<file path="src/rtl/synapse_accumulator_pkg.sv">
// Shared definitions for the synapse averaging path.
// Holds the default info/divisor widths (shared with the downstream divider),
// the accumulator state enum and the saturation limit used when the
// ACC_SATURATE_EN build option is enabled.
package synapse_pkg;

  localparam int INFO_W_DEF = 14;
  localparam int DIV_W_DEF  = 13;

  typedef enum logic {
    ACCUM = 1'b0,
    REQ   = 1'b1
  } state_t;

  // Largest value representable in w bits (all ones).
  function automatic int unsigned sat_limit(input int unsigned w);
    return (32'd1 << w) - 32'd1;
  endfunction

  localparam int unsigned SAT_LIMIT = sat_limit(INFO_W_DEF);

endpackage

</file>
<file path="src/rtl/synapse_accumulator_if.sv">
// Request/response link between the synapse accumulator (master) and the
// averaging divider (slave).
//
// Handshake: the master raises valid with info/divisor and holds all three
// constant until it samples ready=1 on a rising edge. The slave may only
// raise ready while valid=1, and avg must be valid in the cycle ready=1.
// The transfer completes on that edge; ready seen while valid=0 is ignored.
interface synapse_accumulator_if
  import synapse_pkg::*;
#(
  parameter int INFO_W = INFO_W_DEF,
  parameter int DIV_W  = DIV_W_DEF
) ();

  logic [INFO_W-1:0] info;
  logic [DIV_W-1:0]  divisor;
  logic              valid;
  logic              ready;
  logic [INFO_W-1:0] avg;

  modport master (
    output info,
    output divisor,
    output valid,
    input  ready,
    input  avg
  );

  modport slave (
    input  info,
    input  divisor,
    input  valid,
    output ready,
    output avg
  );

endinterface

</file>
<file path="src/rtl/synapse_accumulator_sat_adder.sv">
// Accumulator adder: INFO_W running sum plus a zero-extended WEIGHT_W addend.
// carry reports a carry out of INFO_W. With ACC_SATURATE_EN defined the sum
// clamps at all-ones on carry; otherwise it wraps modulo 2^INFO_W.
module sat_adder
  import synapse_pkg::*;
#(
  parameter int INFO_W   = INFO_W_DEF,
  parameter int WEIGHT_W = 8
) (
  input  logic [INFO_W-1:0]   a,
  input  logic [WEIGHT_W-1:0] b,
  output logic [INFO_W-1:0]   sum,
  output logic                carry
);

  logic [INFO_W:0] full;

  // Widen by one bit so the carry out of INFO_W is visible.
  always_comb begin
    full  = {1'b0, a} + {{(INFO_W + 1 - WEIGHT_W){1'b0}}, b};
    carry = full[INFO_W];
  end

`ifdef ACC_SATURATE_EN
  localparam logic [INFO_W-1:0] LIMIT = INFO_W'(sat_limit(INFO_W));

  // Once the sum clamps, every further add carries again, so it stays clamped.
  always_comb begin
    sum = carry ? LIMIT : full[INFO_W-1:0];
  end
`else
  // Wrap modulo 2^INFO_W; the carry still reports the wrap.
  always_comb begin
    sum = full[INFO_W-1:0];
  end
`endif

endmodule

</file>
<file path="src/rtl/synapse_accumulator.sv">
// Synapse accumulator: sums weighted spike events over a window, then asks
// the averaging divider for sum/count and forwards the returned average as a
// one-cycle result pulse. Build option ACC_SATURATE_EN makes the sum clamp
// instead of wrap (handled inside sat_adder).
module synapse_accumulator
  import synapse_pkg::*;
#(
  parameter int WEIGHT_W = 8,
  parameter int INFO_W   = INFO_W_DEF,
  parameter int DIV_W    = DIV_W_DEF,
  parameter int WINDOW   = 16
) (
  input  logic                clk,
  input  logic                reset,
  input  logic                spike_valid,
  input  logic [WEIGHT_W-1:0] spike_weight,
  output logic                spike_ready,
  input  logic                flush,
  output logic [INFO_W-1:0]   result,
  output logic                result_valid,
  output logic                overflow,
  output state_t              dbg_state,
  synapse_accumulator_if.master div
);

  state_t            state_q;
  state_t            state_d;
  logic [INFO_W-1:0] sum_q;
  logic [DIV_W-1:0]  count_q;
  logic              overflow_q;
  logic [INFO_W-1:0] info_q;
  logic [DIV_W-1:0]  divisor_q;
  logic [INFO_W-1:0] result_q;
  logic              result_valid_q;

  logic [INFO_W-1:0] add_sum;
  logic              add_carry;
  logic [DIV_W-1:0]  count_inc;
  logic              accept;
  logic              window_full;
  logic              flush_req;
  logic              handshake;
  logic              enter_req;

  sat_adder #(
    .INFO_W   (INFO_W),
    .WEIGHT_W (WEIGHT_W)
  ) u_sat_adder (
    .a     (sum_q),
    .b     (spike_weight),
    .sum   (add_sum),
    .carry (add_carry)
  );

  // Window-close and handshake conditions; flush counts a spike landing this cycle.
  always_comb begin
    accept      = (state_q == ACCUM) && spike_valid;
    count_inc   = count_q + DIV_W'(1);
    window_full = accept && (count_inc == DIV_W'(WINDOW));
    flush_req   = (state_q == ACCUM) && flush && (accept || (count_q != '0));
    handshake   = (state_q == REQ) && div.ready;
  end

  // State register; reset drops valid immediately and discards a pending window.
  always_ff @(posedge clk or negedge reset) begin
    if (!reset) begin
      state_q <= ACCUM;
    end else begin
      state_q <= state_d;
    end
  end

  // Next-state logic: close the window on WINDOW samples or a non-empty flush.
  always_comb begin
    state_d   = state_q;
    enter_req = 1'b0;
    case (state_q)
      ACCUM: begin
        if (window_full || flush_req) begin
          state_d   = REQ;
          enter_req = 1'b1;
        end
      end
      REQ: begin
        if (div.ready) begin
          state_d = ACCUM;
        end
      end
      default: state_d = ACCUM;
    endcase
  end

  // Accumulate, snapshot the request, and capture the returned average.
  always_ff @(posedge clk or negedge reset) begin
    if (!reset) begin
      sum_q          <= '0;
      count_q        <= '0;
      overflow_q     <= 1'b0;
      info_q         <= '0;
      divisor_q      <= '0;
      result_q       <= '0;
      result_valid_q <= 1'b0;
    end else begin
      result_valid_q <= 1'b0;
      if (accept) begin
        sum_q   <= add_sum;
        count_q <= count_inc;
        if (add_carry) begin
          overflow_q <= 1'b1;
        end
      end
      // The request snapshot includes a spike accepted on the closing edge.
      if (enter_req) begin
        info_q    <= accept ? add_sum : sum_q;
        divisor_q <= accept ? count_inc : count_q;
      end
      if (handshake) begin
        result_q       <= div.avg;
        result_valid_q <= 1'b1;
        sum_q          <= '0;
        count_q        <= '0;
        overflow_q     <= 1'b0;
      end
    end
  end

  // Output drive: valid and spike_ready follow the state directly.
  always_comb begin
    div.valid    = (state_q == REQ);
    div.info     = info_q;
    div.divisor  = divisor_q;
    spike_ready  = (state_q == ACCUM);
    result       = result_q;
    result_valid = result_valid_q;
    overflow     = overflow_q;
    dbg_state    = state_q;
  end

endmodule

</file>
<file path="src/flat_wrapper.sv">
// flat-port wrapper written by rule: the top's interface ports become plain ports
module synapse_accumulator_flat import synapse_pkg::*;
#(
  parameter int WEIGHT_W = 8,
  parameter int INFO_W   = INFO_W_DEF,
  parameter int DIV_W    = DIV_W_DEF,
  parameter int WINDOW   = 16
)
  (clk, reset, spike_valid, spike_weight, spike_ready, flush, result, result_valid, overflow, dbg_state, div_info, div_divisor, div_valid, div_ready, div_avg);
  synapse_accumulator_if #(.INFO_W(INFO_W), .DIV_W(DIV_W)) div_i ();
  input  logic clk;
  input  logic reset;
  input  logic spike_valid;
  input  logic [WEIGHT_W-1:0] spike_weight;
  output logic spike_ready;
  input  logic flush;
  output logic [INFO_W-1:0] result;
  output logic result_valid;
  output logic overflow;
  output state_t dbg_state;
  output wire logic [$bits(div_i.info)-1:0] div_info;
  output wire logic [$bits(div_i.divisor)-1:0] div_divisor;
  output wire logic [$bits(div_i.valid)-1:0] div_valid;
  input wire logic [$bits(div_i.ready)-1:0] div_ready;
  input wire logic [$bits(div_i.avg)-1:0] div_avg;
  assign div_info = div_i.info;
  assign div_divisor = div_i.divisor;
  assign div_valid = div_i.valid;
  assign div_i.ready = div_ready;
  assign div_i.avg = div_avg;
  synapse_accumulator #(.WEIGHT_W(WEIGHT_W), .INFO_W(INFO_W), .DIV_W(DIV_W), .WINDOW(WINDOW)) u_core (.clk(clk), .reset(reset), .spike_valid(spike_valid), .spike_weight(spike_weight), .spike_ready(spike_ready), .flush(flush), .result(result), .result_valid(result_valid), .overflow(overflow), .dbg_state(dbg_state), .div(div_i));
endmodule
</file>
<file path="config.mk">
export PLATFORM = sky130hd
export DESIGN_NAME = synapse_accumulator_flat
export DESIGN_NICKNAME = d
export VERILOG_FILES = /design/src/rtl/synapse_accumulator_pkg.sv /design/src/rtl/synapse_accumulator_if.sv /design/src/rtl/synapse_accumulator_sat_adder.sv /design/src/rtl/synapse_accumulator.sv /design/src/flat_wrapper.sv
export SDC_FILE = /design/constraint.sdc
export NUM_CORES = 1
export LEC_CHECK = 0
export ABC_AREA = 1
export ABC_CLOCK_PERIOD_IN_PS = 5000
export BUFFER_PORTS_ARGS = -buffer_cell sky130_fd_sc_hd__buf_2
export CORE_UTILIZATION = 60
export CTS_CLUSTER_DIAMETER = 30
export DETAILED_ROUTE_END_ITERATION = 10
export HOLD_SLACK_MARGIN = 0.12
export PLACE_DENSITY = 0.93
export SKIP_CTS_REPAIR_TIMING = 1
export SLEW_MARGIN = 20
export SYNTH_ARGS = -nofsm -noshare
export SYNTH_HDL_FRONTEND = slang
export SYNTH_SLANG_ARGS = --single-unit
</file>
<file path="constraint.sdc">
create_clock -name clk -period 5 [get_ports clk]
set_input_delay 0.25 -clock clk [delete_from_list [all_inputs] [get_ports clk]]
set_output_delay 0.25 -clock clk [all_outputs]
set_load 0.01 [all_outputs]
</file>
==> results.toml, run 1 <==
[setup_path]
cp_slowest_stage_delay_ns = 0.45
crit_family = "simple AND/OR/NAND/NOR gates"
critPathMaxFanout = 31
cp.arrival_ns = 3.00
path_cells = "inv_2, nand2_4, inv_2, nand3_1, nor2_1, nand3_1, nor2_2, nand2_2, nand2_8, nand2_8, nand2_1, nand2_1"
cp_num_buf_inv = 2
crit_slowest_cell = "inv_2"
path_class = "reg -> reg"
cp.required_ns = 5.24
worst_setup_path_start_kind = "flop"
worstSetupEndpointType = "flop"

[sta]
whs_ns = 0.07228
finalCriticalPeriod_ns = 2.766
hold_violations = 0
timing.fmax_mhz = 361.6
skew_ns = 0.006262
slew_viol_final = 0
rsz0062_at_grt = "no"
setup_viol = 0
tightest_slew_ns = 0.8638
max_slew_margin_pct = 42.41
setup-tns-final_ns = 0
post-route-period-util_pct = 55.31

[flow_run]
cap_viol_max_count = 0

[power_and_ir_drop]
peakVddDrop_mv = 0.2827
switching_share_pct = 39.13
combPwrFrac_pct = 37.7
p_leak_nw = 2.489
seqPwrFrac_pct = 39.6
p_int_mw = 1.373
clkPwrFrac_pct = 22.7
p_per_area_nw_per_um2 = 504.7
p_switching_uw = 882.7

[detailed_routing]
wl_per_cell_um = 13.67
drtIter0Drc = 302
first_pass_iters = 7
vias_per_cell = 5.332
wirelength_um = 8774
drtAntennaViolNets = 0
vias = 3423
drc = 0

[logic_synthesis]
synth.distinct_cells = 30
postSynth.asyncResetShare_pct = 100.0
yosys.area_share.simple_pct = 33.71
synthAdderAreaFrac_pct = 3.841
dominantRegCellSynth = "dfrtp_1"
synth.most_common_cell = "nand2_1"
syn_area_per_cell_um2 = 7.807
yosysTopAreaCell = "dfrtp_1"
synthCells = 484
synth_compound_area_share_pct = 4.172
synth_seq_cells = 71
synthTopCellsByArea = "dfrtp_1 (47%), nand2_1 (16%), nand3_1 (6.6%)"
synth_top_cell_area_share_pct = 47.02
synth_fp_nets = 522
ys_top_cells_by_count = "nand2_1 (166), dfrtp_1 (71), inv_1 (55), nand3_1 (50), nor2_1 (37)"
synth_top_family_by_area = "simple AND/OR/NAND/NOR gates"
syn_area_um2 = 3779
yosys_warnings = 0
synthMuxAreaShare_pct = 0
synth_edf_count = 0
yosysSeqAreaShare_pct = 47.02
synth_xor_area_share_pct = 3.013

[floorplanning]
die_x_um = 81.36
die_height_um = 81.36
coreArea_um2 = 5991
start_util_pct = 63.07
io_pins = 73
die_area_um2 = 6619
row_count = 28

[cells_and_area]
n_antenna_cell = 0
finalNetCount = 600
area_delta_synth_final_pct = 18.28
instances_no_fill = 642
drive_gt1_share_pct = 19.75
finish.utilization_pct = 74.60
fillerInstances = 417

[global_routing]
overflow = 0
grt_max_degree = 72
grt_pass1_wl_um = 14490
antenna_found_initial = 0
grt_pass1_vias = 3203
track_usage_pct = 29.36

[place]
dp_cells = 616
port_buffers = 72
hpwlAfterDp_um = 6001
place_congestion = 0.9881

[clock_tree]
clk_latency_ns = 0.35
cts_buffer_depth = 2
h-tree-depth = 3
cts_tree = "done"
clock-root-buffer = "clkbuf_8"
cts_made_buffers = 9
cts.sinks = 71
clkSlewWorstSetupHoldPaths_ns = 0.08

[outcome]
status = "finished, final reports clean"

[hold_path]
hold_path.class = "in -> async"
## sequential cells by signal (all words and copies together), names as in the netlist
name / flops
u_core.div.divisor: 13
u_core.dbg_state: 1
u_core.result_valid: 1
u_core.count_q: 13
u_core.overflow: 1
u_core.div.info: 14
u_core.sum_q: 14
u_core.result: 14
## stage by stage
stage	area [um^2]	total power [mW]	setup WS [ns]
floorplan	3779	1.458	3.173
global placement	4146	1.695	2.430
detailed placement	4146	1.731	2.274
CTS	4369	2.246	2.269
global route	4469	2.420	1.984
finish	4469	2.256	2.234
## worst paths after layout
| check | startpoint | to | slack [ns] | cells after the start |
|---|---|---|---|---|
| worst max-delay path | u_core.dbg_state | u_core.div.info[13] | 2.23 | 12 |
| worst min-delay path | reset | u_core.count_q[6] | 0.07 | 2 |
| worst max register to register | u_core.dbg_state | u_core.div.info[13] | 2.23 | 12 |
| worst min register to register | u_core.div.info[1] | u_core.div.info[1] | 0.47 | 2 |
| max in group asynchronous | reset | u_core.div.info[1] | 4.35 | 2 |
| min in group clk | div_avg[6] | u_core.result[6] | 0.09 | 3 |
## kinds of logic after synthesis
family / Yosys count
simple gates: 289
compound gates: 26
xor+xnor: 13
flops: 71
fa+ha+maj: 11
buf+inv: 74
## per-layer routing
layer	global-route usage, %	wire (um)	share of wire, %	vias to the layer above
met4	10.54	136	1.6	0
met1	39.72	3979	45	1596
met5	0	0	0	-
li1	-	-	-	1666
met2	46.17	4094	47	144
met3	6.517	564	6.4	17
## layout make-up
type                            instances  area (um^2)  area share [%]
Clock buffer                           11        141.4           3.164
Timing Repair Buffer                   83        467.9           10.47
Inverter                               58        217.7           4.871
Sequential cell                        71         1777           39.75
Tap cell                               75        93.84           2.100
Multi-Input combinational cell        339         1690           37.82
Clock inverter                          5        81.33           1.820
## power groups by stage
stage | Sequential [mW] | Clock, mW | Combinational (mW)
final | 0.894 | 0.512 | 0.850
after global routing | 0.912 | 0.539 | 0.969
after CTS | 0.892 | 0.513 | 0.841
after detailed placement | 0.898 | 0 | 0.833
after global placement | 0.892 | 0 | 0.804
after floorplan | 0.926 | 0 | 0.532
## cells in the final DEF, fill, tap and decap left out, drive strengths merged, types with 7 or more instances in the layout
master,instances
clkbuf,11
o21ai,8
dlygate4sd3,10
o21a,8
dfrtp,71
ha,10
nor2,41
buf,73
nand3,51
xor2,9
inv,58
nand4,7
nand2,179
No activity file was read; power rests on OpenSTA's default activity.
==> inputs of run 2 (changes only) <==
--- a/config.mk
+++ b/config.mk
@@ -5,14 +5,14 @@
 export SDC_FILE = /design/constraint.sdc
 export NUM_CORES = 1
 export LEC_CHECK = 0
-export ABC_AREA = 1
-export ABC_CLOCK_PERIOD_IN_PS = 5000
+export ABC_AREA = 0
+export ABC_CLOCK_PERIOD_IN_PS = 2350
 export BUFFER_PORTS_ARGS = -buffer_cell sky130_fd_sc_hd__buf_2
-export CORE_UTILIZATION = 60
+export CORE_UTILIZATION = 49
 export CTS_CLUSTER_DIAMETER = 30
 export DETAILED_ROUTE_END_ITERATION = 10
 export HOLD_SLACK_MARGIN = 0.12
-export PLACE_DENSITY = 0.93
+export PLACE_DENSITY = 0.82
 export SKIP_CTS_REPAIR_TIMING = 1
 export SLEW_MARGIN = 20
 export SYNTH_ARGS = -nofsm -noshare
==> constraint.sdc (replaced) <==
create_clock -name clk -period 2.35 [get_ports clk]
set_input_delay 0.1175 -clock clk [delete_from_list [all_inputs] [get_ports clk]]
set_output_delay 0.1175 -clock clk [all_outputs]
set_load 0.01 [all_outputs]
==> run 2 against run 1 <==
Effect of this change:
- sequential cell count unchanged
- combinational power increased to 2.5 times the previous value
- sequential power increased by 110%
- non-clock buffer count increased by 39
- cell area increased by 5.5%
- the flow now finishes with violations (setup timing)
- first-iteration DRC count increased by 9.6%
==> results.toml, run 2 <==
[outcome]
status = "finished with violations"
violations = "setup timing"

[clock_tree]
cts_buffer_depth = 2
h-tree-depth = 3
cts_made_buffers = 9
clk_latency_ns = 0.35
cts_tree = "done"
cts.sinks = 71
clkSlewWorstSetupHoldPaths_ns = 0.08
clock-root-buffer = "clkbuf_8"

[sta]
setup_viol = 15
tightest_slew_ns = 0.6948
layout_setup_ws_ns = -0.08026
skew_ns = 0.01040
rsz0062_at_grt = "yes"
timing.fmax_mhz = 411.5
slew_viol_final = 0
hold_violations = 0
post-route-period-util_pct = 103.4
max_slew_margin_pct = 53.68
whs_ns = 0.2472
finalCriticalPeriod_ns = 2.430

[global_routing]
antenna_found_initial = 0
grt_pass1_wl_um = 13480
track_usage_pct = 23.12
grt_pass1_vias = 2928
overflow = 0
grt_max_degree = 43

[logic_synthesis]
yosysSeqAreaShare_pct = 50.32
syn_area_per_cell_um2 = 9.863
synth_fp_nets = 396
synth_top_cell_area_share_pct = 50.32
synth.distinct_cells = 47
synth_edf_count = 0
dominantRegCellSynth = "dfrtp_1"
yosysTopAreaCell = "dfrtp_1"
synthTopCellsByArea = "dfrtp_1 (50%), nand2_1 (7.9%), nor2_1 (3.8%)"
syn_area_um2 = 3531
synth_seq_cells = 71
synthCells = 358
postSynth.asyncResetShare_pct = 100.0
synth.most_common_cell = "nand2_1"
ys_top_cells_by_count = "nand2_1 (74), dfrtp_1 (71), nor2_1 (36), inv_1 (14), o22a_1 (14)"
yosys_warnings = 0

[cells_and_area]
fillerInstances = 473
area.sequential_um2 = 1780
multi_input_area_um2 = 1705
finish.utilization_pct = 68.62
layout_common_cells = "nand2_1 (72), buf_2 (72), dfrtp_1 (68), nor2_1 (34), buf_4 (23)"
drive_gt1_share_pct = 31.72
finalNetCount = 509
final_area_um2 = 4713
n_antenna_cell = 0
area_delta_synth_final_pct = 33.49

[floorplanning]
die_height_um = 86.89
die_area_um2 = 7549
row_count = 30
io_pins = 73
die_x_um = 86.89
coreArea_um2 = 6869
start_util_pct = 51.40

[flow_run]
cap_viol_max_count = 0

[place]
place_congestion = 0.8678
place_area_um2 = 4089
hpwlAfterDp_um = 5759
port_buffers = 72

[setup_path]
worstSetupEndpointType = "flop"
cp.required_ns = 2.58
critPathMaxFanout = 8
regToRegSetupSlack_ns = -0.08
r2r_cells = 7
worst_setup_path_start_kind = "flop"
cp.arrival_ns = 2.66
path_class = "reg -> reg"

[detailed_routing]
drtIter0Drc = 331
vias = 3209
wirelength_um = 9541
vias_per_cell = 5.610
drc = 0
wl_per_cell_um = 16.68
drtAntennaViolNets = 0
first_pass_iters = 5

[power_and_ir_drop]
p_leak_nw = 2.267
total_power_mw = 5.004
p_per_area_nw_per_um2 = 1062
peakVddDrop_mv = 0.7629

[hold_path]
whs_path_depth = 3
hold_path.class = "in -> reg"
run 2: cell types whose count changed in the layout (fill, tap and decap cells not counted), moves of 8 or more:
cell     previous run  this run
buf_4               1        23
inv_1              54        14
mux2i_1             0        11
nand2_1           166        72
nand2_2            10         2
nand3_1            50         6
o22a_1              0        14
xnor2_1             4        12
run 2: critical path: stages, from the launching register on:
cell and delay (ns):
dfrtp_1 0.51, nand4_1 0.23, a211oi_1 0.37, o32ai_2 0.17, a2111oi_4 0.32, o21a_2 0.27, buf_12 0.14, mux2_4 0.30
run 2: final cells by class:
| cell class | instances | area share, % |
|---|---|---|
| Multi-Input combinational cell | 253 | 36.18 |
| Clock inverter | 7 | 1.566 |
| Inverter | 14 | 1.115 |
| Sequential cell | 71 | 37.78 |
| Clock buffer | 9 | 2.628 |
| Timing Repair Buffer | 122 | 18.18 |
| Tap cell | 96 | 2.548 |
run 2: where the power goes:
group / switching, mW / internal, mW
combinational: 1.14 / 0.998
clock: 0.488 / 0.491
sequential: 0.262 / 1.62
run 2: cell families after synthesis:
family,count (synthesis),share of synthesized area (%)
muxes,14,4.075
DFF,71,50.32
and+or+nand+nor,150,19.28
adders and majority gates,11,4.111
xor gates and xnor gates,22,5.457
buffers and inverters,34,5.032
AOI/OAI and AO/OA,56,11.73
run 2: metrics by stage:
stage                     std cells  setup TNS [ns]  worst slack (ns)
after floorplan                 358               0           0.01733
after global placement          528        -0.06723          -0.03125
after detailed placement        528          -1.690           -0.1970
after CTS                       544          -2.302           -0.2314
after global routing            572          -2.041           -0.1284
final                           572         -0.5060          -0.08026
run 2: path summary, 6_finish.rpt:
path                                         end               from
min reg2reg                     u_core.result[0]   u_core.result[0]
min                        u_core.div.divisor[8]              flush
min in group asynchronous     u_core.div.info[7]              reset
max reg2reg                   u_core.div.info[5]  u_core.count_q[7]
max in group asynchronous      u_core.count_q[0]              reset
max                           u_core.div.info[5]  u_core.count_q[7]
run 2: layer usage:
metal / vias up / GRT usage (%) / part of all wire [%]
met3: 34 / 4.929 / 6.0
met2: 147 / 38.01 / 51
li1: 1458 / - / -
met1: 1570 / 29.81 / 41
met4: 0 / 9.394 / 2.5
met5: - / 0 / 0
==> inputs of run 3 (changes only) <==
--- a/config.mk
+++ b/config.mk
@@ -5,14 +5,14 @@
 export SDC_FILE = /design/constraint.sdc
 export NUM_CORES = 1
 export LEC_CHECK = 0
-export ABC_AREA = 0
+export ABC_AREA = 1
 export ABC_CLOCK_PERIOD_IN_PS = 2350
 export BUFFER_PORTS_ARGS = -buffer_cell sky130_fd_sc_hd__buf_2
-export CORE_UTILIZATION = 49
+export CORE_UTILIZATION = 50
 export CTS_CLUSTER_DIAMETER = 30
 export DETAILED_ROUTE_END_ITERATION = 10
 export HOLD_SLACK_MARGIN = 0.12
-export PLACE_DENSITY = 0.82
+export PLACE_DENSITY = 0.83
 export SKIP_CTS_REPAIR_TIMING = 1
 export SLEW_MARGIN = 20
 export SYNTH_ARGS = -nofsm -noshare
==> run 3 against run 2 <==
Effect of this change:
- the run now ends clean
- critical path depth grew 3
- sequential cell count unchanged
- global-route usage up 0.091 points
- wire length is 6.8% lower
- fmax increased by 15%
- worst setup slack gained 0.31 ns
==> results.toml, run 3 (synthesis results as in run 1) <==
[outcome]
status = "finished, final reports clean"

[sta]
tightest_slew_ns = 0.5083
max_slew_margin_pct = 66.07
setup-tns-final_ns = 0
post-route-period-util_pct = 90.24
timing.fmax_mhz = 471.5
finalCriticalPeriod_ns = 2.121
layout_setup_ws_ns = 0.2293
whs_ns = 0.2130
setup_viol = 0
slew_viol_final = 0
skew_ns = 0.01092
hold_violations = 0
rsz0062_at_grt = "no"

[detailed_routing]
first_pass_iters = 4
wl_per_cell_um = 13.16
wirelength_um = 8896
drtAntennaViolNets = 0
drtIter0Drc = 211
drc = 0
vias_per_cell = 5.083
vias = 3436

[place]
place_area_um2 = 4227
dp_worst_setup_slack_ns = 0.3005
place_congestion = 0.9045
port_buffers = 72
hpwlAfterDp_um = 5901

[floorplanning]
row_count = 31
coreArea_um2 = 7292
start_util_pct = 51.82
io_pins = 73
die_x_um = 88.93
die_height_um = 88.93
die_area_um2 = 7909

[cells_and_area]
n_antenna_cell = 0
area_delta_synth_final_pct = 22.55
finish.utilization_pct = 63.50
final_area_um2 = 4631
finalNetCount = 611
layout_common_cells = "nand2_1 (166), buf_2 (72), dfrtp_1 (71), inv_1 (55), nand3_1 (50)"
multi_input_area_um2 = 1690
drive_gt1_share_pct = 20.10
fillerInstances = 651
area.sequential_um2 = 1777
final_common_cell = "nand2_1"

[flow_run]
cap_viol_max_count = 0

[clock_tree]
clock-root-buffer = "clkbuf_8"
cts_tree = "done"
clk_latency_ns = 0.35
cts_buffer_depth = 2
clkSlewWorstSetupHoldPaths_ns = 0.07
h-tree-depth = 3
cts.sinks = 71
cts_made_buffers = 9

[power_and_ir_drop]
seqPwrFrac_pct = 38.7
peakVddDrop_mv = 0.5244
p_switching_mw = 1.853
combPwrFrac_pct = 37.0
p_per_area_nw_per_um2 = 1058
switching_share_pct = 37.83
p_leak_nw = 2.553
p_int_mw = 3.046
clkPwrFrac_pct = 24.3

[setup_path]
cp.arrival_ns = 2.41
crit_slowest_cell = "fa_1"
path_common_cell = "nand3_1"
worst_setup_path_start_kind = "flop"
path_class = "reg -> reg"
worstSetupEndpointType = "flop"
cp.required_ns = 2.64
critPathMaxFanout = 4
cp_slowest_stage_delay_ns = 0.42
path_cells = "ha_1, fa_1, nand3_1, nand3_1, nand3_1, nand3_1, nand2_1, xor2_1, nand3_1, nand2_1"

[global_routing]
grt_pass1_wl_um = 14020
grt_pass1_vias = 3116
overflow = 0
grt_max_degree = 31
track_usage_pct = 23.21
antenna_found_initial = 0

[hold_path]
hold_path.class = "in -> reg"
-- run 3: changes by cell type in the layout (fill, tap and decap cells not counted), moves of 11 or more --
cell,delta
nand2_1,+94
nand3_1,+44
inv_1,+41
buf_4,-18
o22a_1,-14
mux2i_1,-11
-- run 3: worst paths after layout --
kind                                        start                      to  slack, ns  cells after the start
setup reg to reg                  u_core.sum_q[0]     u_core.div.info[10]       0.23                     10
max in group asynchronous                   reset       u_core.count_q[5]       1.38                      3
hold / removal                    spike_weight[0]         u_core.sum_q[0]       0.21                      4
hold reg to reg            u_core.div.divisor[12]  u_core.div.divisor[12]       0.47                      2
setup / recovery                  u_core.sum_q[0]     u_core.div.info[10]       0.23                     10
min in group asynchronous                   reset      u_core.count_q[11]       0.25                      2
-- run 3: final cells by class --
type	instances	area share, %
flip-flops and latches	71	38.37
multi-input cells	339	36.50
repair buffers	94	12.48
inverters	58	4.701
clock buffers	10	2.972
well taps	99	2.675
clock inverters	5	2.297
-- run 3: power by group through the flow --
stage | Clock (mW) | Sequential (mW) | Combinational, mW
after floorplan | 0 | 1.97 | 1.13
after global placement | 0 | 1.89 | 1.72
after detailed placement | 0 | 1.90 | 1.78
after CTS | 1.21 | 1.89 | 1.79
after global routing | 1.26 | 1.95 | 2.06
final | 1.19 | 1.89 | 1.81
-- run 3: per-stage QoR --
step / cells / total power, mW
2_1_floorplan: 484 / 3.103
3_3_place_gp: 645 / 3.612
3_5_place_dp: 645 / 3.679
4_1_cts: 660 / 4.891
5_1_grt: 676 / 5.267
6_report: 676 / 4.899
-- run 3: layer usage --
layer	share of wire, %	global-route usage, %	wire length (um)	up-vias
met4	1.3	6.494	116	0
met5	0	0	0	-
met2	49	39.51	4319	125
met3	6.8	5.448	601	13
met1	43	29.87	3858	1614
li1	-	-	-	1684
-- run 3: worst max-delay path, delay by kind of cell, from the launching register on --
kind,cells,cell delay (ns)
simple gates,7,0.81
flops,1,0.38
fa+ha+maj,2,0.65
xor+xnor,1,0.22
